[src/rtl/shift_frame_pkg.sv]
// Shared types and defaults for the shift-register frame sequencer.
// Optional even-parity bit is enabled by defining SHIFT_FRAME_PARITY_EN.
package shift_frame_pkg;

  typedef enum logic [2:0] {
    IDLE  = 3'd0,
    LOAD  = 3'd1,
    SHIFT = 3'd2,
    PAR   = 3'd3,
    DONE  = 3'd4
  } frame_state_t;

  localparam int   DEF_WIDTH      = 8;
  localparam logic DEF_IDLE_LEVEL = 1'b1;

endpackage

[src/rtl/shift_frame_ctrl.sv]
// Frame sequencer: accepts a word, loads the external shift register, issues WIDTH shifts
// and frames its serial output. Define SHIFT_FRAME_PARITY_EN to append an even-parity bit.
module shift_frame_ctrl
  import shift_frame_pkg::*;
#(
  parameter int   WIDTH      = DEF_WIDTH,
  parameter logic IDLE_LEVEL = DEF_IDLE_LEVEL
) (
  input  logic             cc,
  input  logic             rr,
  input  logic             tx_valid,
  input  logic [WIDTH-1:0] tx_data,
  output logic             tx_ready,
  output logic [WIDTH-1:0] PI,
  output logic             ll,
  output logic             sh_en,
  input  logic             sr_sout,
  output logic             line_o,
  output logic             busy,
  output logic             done
);

  localparam int             CW   = $clog2(WIDTH) + 1;
  localparam logic [CW-1:0]  LAST = CW'(WIDTH - 1);

  frame_state_t     state_q, state_d;
  logic [WIDTH-1:0] data_q, data_d;
  logic [CW-1:0]    cnt_q, cnt_d;

  logic tx_ready_s, ll_s, sh_en_s, busy_s, done_s, line_s;

  // State, latched word and bit counter registers
  always_ff @(posedge cc) begin
    if (rr) begin
      state_q <= IDLE;
      data_q  <= '0;
      cnt_q   <= '0;
    end else begin
      state_q <= state_d;
      data_q  <= data_d;
      cnt_q   <= cnt_d;
    end
  end

  // Next-state and output decode
  always_comb begin
    state_d    = state_q;
    data_d     = data_q;
    cnt_d      = cnt_q;
    tx_ready_s = 1'b0;
    ll_s       = 1'b0;
    sh_en_s    = 1'b0;
    busy_s     = 1'b1;
    done_s     = 1'b0;
    line_s     = IDLE_LEVEL;
    case (state_q)
      IDLE: begin
        busy_s     = 1'b0;
        tx_ready_s = 1'b1;
        if (tx_valid) begin
          data_d  = tx_data;
          state_d = LOAD;
        end else begin
          state_d = IDLE;
        end
      end
      LOAD: begin
        ll_s    = 1'b1;
        cnt_d   = '0;
        state_d = SHIFT;
      end
      SHIFT: begin
        sh_en_s = 1'b1;
        line_s  = sr_sout;
        // Counter holds at LAST so it can never wrap inside a frame
        if (cnt_q < LAST) begin
          cnt_d = cnt_q + CW'(1);
        end else begin
          cnt_d = cnt_q;
        end
        if (cnt_q == LAST) begin
`ifdef SHIFT_FRAME_PARITY_EN
          state_d = PAR;
`else
          state_d = DONE;
`endif
        end else begin
          state_d = SHIFT;
        end
      end
`ifdef SHIFT_FRAME_PARITY_EN
      PAR: begin
        line_s  = ^data_q;
        state_d = DONE;
      end
`endif
      DONE: begin
        done_s  = 1'b1;
        state_d = IDLE;
      end
      default: begin
        busy_s  = 1'b0;
        state_d = IDLE;
      end
    endcase
  end

  // Reset forces every control output to its quiet level even mid-frame
  assign tx_ready = tx_ready_s & ~rr;
  assign ll       = ll_s & ~rr;
  assign sh_en    = sh_en_s & ~rr;
  assign busy     = busy_s & ~rr;
  assign done     = done_s & ~rr;
  assign line_o   = rr ? IDLE_LEVEL : line_s;
  assign PI       = data_q;

endmodule

[config.mk]
export PLATFORM = sky130hd
export DESIGN_NAME = shift_frame_ctrl
export DESIGN_NICKNAME = d
export VERILOG_FILES = /design/src/rtl/shift_frame_pkg.sv /design/src/rtl/shift_frame_ctrl.sv
export SDC_FILE = /design/constraint.sdc
export NUM_CORES = 1
export LEC_CHECK = 0
export CAP_MARGIN = 25
export CORE_MARGIN = 8
export CORE_UTILIZATION = 38
export DETAILED_ROUTE_END_ITERATION = 6
export PLACE_DENSITY = 0.75
export SLEW_MARGIN = 40
export SYNTH_ARGS = -nofsm -noshare
export SYNTH_HDL_FRONTEND = slang
export SYNTH_SLANG_ARGS = --single-unit
export TNS_END_PERCENT = 50
[constraint.sdc]
create_clock -name cc -period 1.3 [get_ports cc]
set_input_delay 0.26 -clock cc [delete_from_list [all_inputs] [get_ports cc]]
set_output_delay 0.26 -clock cc [all_outputs]
set_load 0.1 [all_outputs]
# == After elaboration in Yosys (flattened, before gate mapping) ==
# Index checks and enable logic that the tools add are counted.
# word_totals
mem_bits_ro,0
ff_bits,15
in_bits,12
mem_count,0
latchBits,0
word_cells,33
output_inout_bits,14
ram_bits,0
# classes
muxes,12
n_reduce_logical,5
addsub,1
bitwise_logic,6
order_cmp,1
shift,0
n_eq_ne,5
n_div,0
n_mul,0
# op_table
cell,count
3-bit case mux with 3 select lines,1
1-bit 2-to-1 mux,8
4-bit case mux with 2 select lines,1
1-bit AND,5
4-bit by 1-bit adder with 4-bit output (second input constant),1
4-bit by 3-bit == test with 1-bit output (second input constant),1
4-bit by 3-bit less-than comparator with 1-bit output (second input constant),1
4-bit 2-to-1 mux,1
2-bit AND reduction,2
3-bit by 1-bit == test with 1-bit output (second input constant),1
3-bit by 2-bit == test with 1-bit output (second input constant),1
3-bit == test (second input constant),1
3-bit zero test,1
3-bit 2-to-1 mux,1
3-bit OR reduction,1
2-bit inequality test (second input constant),1
2-bit nonzero test,1
1-bit inverter,1

# == Logic depth before layout (Yosys ltp) ==
# logic_depth
depth_word,4
ltp_mapped,5
depth_no_buf,4

# == Worst setup path after synthesis ==
# Ideal clock, no wire load.
# synth_timing
path_kind,register to output
startpoint,reg state_q[1]
endpoint,out done
setup_slack_ns,-2.541
n_path_buf,1
arrival_time_ns,3.581
t_required_ns,1.040
path_stages_with_launch,3
cell_sequence,dfxtp_1 -> buf_4 -> nor4b_1
# synth_between
elab_chain_len,3
# synth_lines
item,line,text
"start, declared",shift_frame_ctrl.sv:26,"frame_state_t state_q, state_d;"
"start signal, assigned",shift_frame_ctrl.sv:39,state_q <= state_d;
3-bit == test,shift_frame_ctrl.sv:56,case (state_q)
1-bit 2-to-1 mux,shift_frame_ctrl.sv:56,
1-bit AND,shift_frame_ctrl.sv:113,assign done = done_s & ~rr;
"end, declared",shift_frame_ctrl.sv:20,output logic done
# No other way between the ends.

# == Worst setup path in the final report ==
# layout_timing
startpoint,reg state_q[0]
endpoint,out line_o
# layout_between
elab_chain_len,3
# layout_lines
item,line,text
3-bit by 2-bit == test with 1-bit output,shift_frame_ctrl.sv:56,
1-bit 2-to-1 mux,shift_frame_ctrl.sv:56,
1-bit 2-to-1 mux,shift_frame_ctrl.sv:114,assign line_o = rr ? IDLE_LEVEL : line_s;
"end, declared",shift_frame_ctrl.sv:18,"output logic line_o,"
# No other way between the ends.

==> impl_results.md <==
- Cell Count, Final, Fillers Out: ~150
- Root Buffer: clkbuf_4
- Slew HR: 0.751
- Max_cap viols: 0
- H-tree depth reported by CTS: 1
- RR Endpoint: cnt_q[3]
- DP HPWL: 1.46 mm
- Die height: between 50 and 60 µm
- Core area: about 0.0017 mm²
- Highest Clock Rate: about 0.57 GHz
- Clock Sinks: 15
- Most common cell in the netlist: nand2_1
- Failing checks: setup timing
- Routed wire per std cell: approximately 14 µm
- Top post-synthesis cells by area: dfxtp_1 (43%), nand2_1 (9.1%), a21oi_1 (7.8%), nand2b_1 (3.6%), buf_6 (3.2%)
- Class of the worst hold path: register to register
- Initial antenna violation count: 0
- First-pass GRT wire length: roughly 3.2 mm
- Fin. max-slew vios: 0
- FF-to-FF Start: state_q[0]
- Synth top area share: 0.428
- Crit Path Class: register to primary output
- Critical Path Start Type: register
- Syn Std Cell Area: roughly 700 µm²
- Post-route DRC violation count: 0
- CP Data Arrival Time: ~1500 ps
- Placement Cell Area: 0.00125 mm²
- Reg2reg path depth: 6
- Asr flop ratio synth: 0
- Hold-fix buffers, CTS: 0
- Status: finished with violations
- RSZ-0062 raised after global routing: true
- CTS max path bufs: 2
- Clock Pin Slew Worst Setup and Hold Paths: approximately 90 ps
- Die ar.: roughly 0.0035 mm²
- Worst hold slack: around 500 ps
- Worst setup path endpoint: line_o
- Routability cong.: around 0.78
- Num rows: 15
- CP startpoint: state_q[0]
- Ports: 26
- Post-Place Worst Slack: -488 ps
- Avg Cell Area, Syn: 8.56 µm²
- Iter 0 DRT Violations: 9
- Synth warnings: 0
- Critical path endpoint category: primary output
- Post-synth top area cell: dfxtp_1
- Synth Register Bits: 15
- Final Skew: 1.39 ps
- Mapped Cells: ~80
- Worst VDD drop: 0.000712 V
- Clk_lat worst skew: around 280 ps
- Final wirelength: ~2.0 mm
- Minimum clock period: between 1500 and 2000 ps
- Vias: between 700 and 800
- Tot Pwr: around 1.3 mW
- Tot GR Track Use: 0.120
- Fin nets: between 100 and 150
- Reg-to-reg slack, setup: -140 ps
- Most used flip-flop cell after synthesis: dfxtp_1
- Vias/cell: 4.88
- Layout Utilization: 0.792
- Fraction of layout instances using a drive strength above 1: 0.451
- Pre-antenna DRT Iters: 4
- Detail Route Antenna Nets: 0
- Fin. Hold Viols: 0
- Ant. Diodes: 0
- DIE WIDTH: roughly 59 µm
- TritonCTS clock tree: built
- Total gr overflow: 0
- Layout Area Growth over Synthesis: 94.8%
- Num CTS Buffers: 3
- Setup ws final: -449 ps
- Design Area, Final: approximately 0.0014 mm²
- EDFF count, synth: 0
- Pwr Density: about 930 mW/mm²
- Pleak: roughly 0.55 nW
- Setup tns final: -3020 ps
- Tcrit/Tclk final: 1.35
- Placed Cells: 140
- Register area share after synthesis: 0.428
- Vias in the first global route: around 720
- PortBufs: 25
- Fillcell total: roughly 110
- Final setup viols: 17
- Syn Nets: 95
- Worst Tran Pin Value: roughly 370 ps
- Initial Util: 0.407
- Post-synth top cells: nand2_1 (17), dfxtp_1 (15), a21oi_1 (11)
- Netlist cell types: 30
- Largest net degree at the start of global routing: 19
- WP data required: 1040 ps
- Worst-path maximum fanout: 3
cells by family after synthesis:
group,count (synthesis),synth area share
compound gates,14,0.109
xor+xnor,1,0.0125
fa+ha+maj,1,0.0178
buf+inv,9,0.0802
flops,15,0.428
mux,2,0.0303
simple gates,40,0.323
power breakdown:
| group | switching [mW] | internal [mW] |
|---|---|---|
| logic | 0.298 | 0.213 |
| registers | 0.0209 | 0.481 |
| clock network | 0.151 | 0.114 |
what timing repair did:
item / 4_1_cts / 5_1_grt
gates resized for setup: 10 / 6
endpoints found under the setup margin: 17 / 17
setup buffers: 2 / 1
cloned: 0 / 0
pin swaps: 16 / 6
sequential cells by signal, indices dropped and copies added, names as in the netlist:
register,flops
PI,8
cnt_q,4
state_q,3
cell usage in the layout, fill, tap and decap left out, types with 2 or more instances in the layout:
cell,synthesis,layout
inv_1,2,2
clkdlybuf4s50_1,0,10
buf_12,0,14
dfxtp_1,15,14
a21oi_2,0,5
buf_4,1,13
buf_6,2,4
nand2b_1,4,2
nand2_2,0,2
nand2_1,17,15
or4b_4,1,2
nor3_1,3,2
a21oi_1,11,6
nor2_1,3,2
nor2b_1,2,2
clkbuf_4,0,3
nand2b_4,0,2
nor4b_4,0,2
per-layer routing:
layer	up-vias	track usage	share of wire	wire length (µm)
li1	360	-	-	-
met1	331	0.134	0.43	872
met2	21	0.206	0.50	1000
met3	6	0.0325	0.034	69
met4	0	0.0580	0.033	66
met5	-	0	0	0
critical path: stages, from the launching register on:
cell and delay [ps]:
dfxtp_1 320, or4b_4 590, clkinv_8 80, nand2b_4 50
buf_12 160
layout make-up:
cell class	instances	area [µm²]	area share
Clock inverter	1	5.00	0.00366
Inverter	3	23.8	0.0174
Tap cell	25	31.3	0.0229
Multi-Input combinational cell	58	452	0.330
Sequential cell	15	302	0.220
Clock buffer	3	22.5	0.0165
Timing Repair Buffer	42	532	0.389
worst min path at each step:
stage             start          to  slack [ps]  cells after the start
3_5_place_dp      PI[7]       PI[7]         480                      2
2_1_floorplan  tx_valid  state_q[0]         390                      2
4_1_cts           PI[7]       PI[7]         500                      2
6_report          PI[0]       PI[0]         500                      2
5_1_grt           PI[1]       PI[1]         520                      2
3_3_place_gp      PI[5]       PI[5]         480                      2
(Power assumes the default switching activity.)
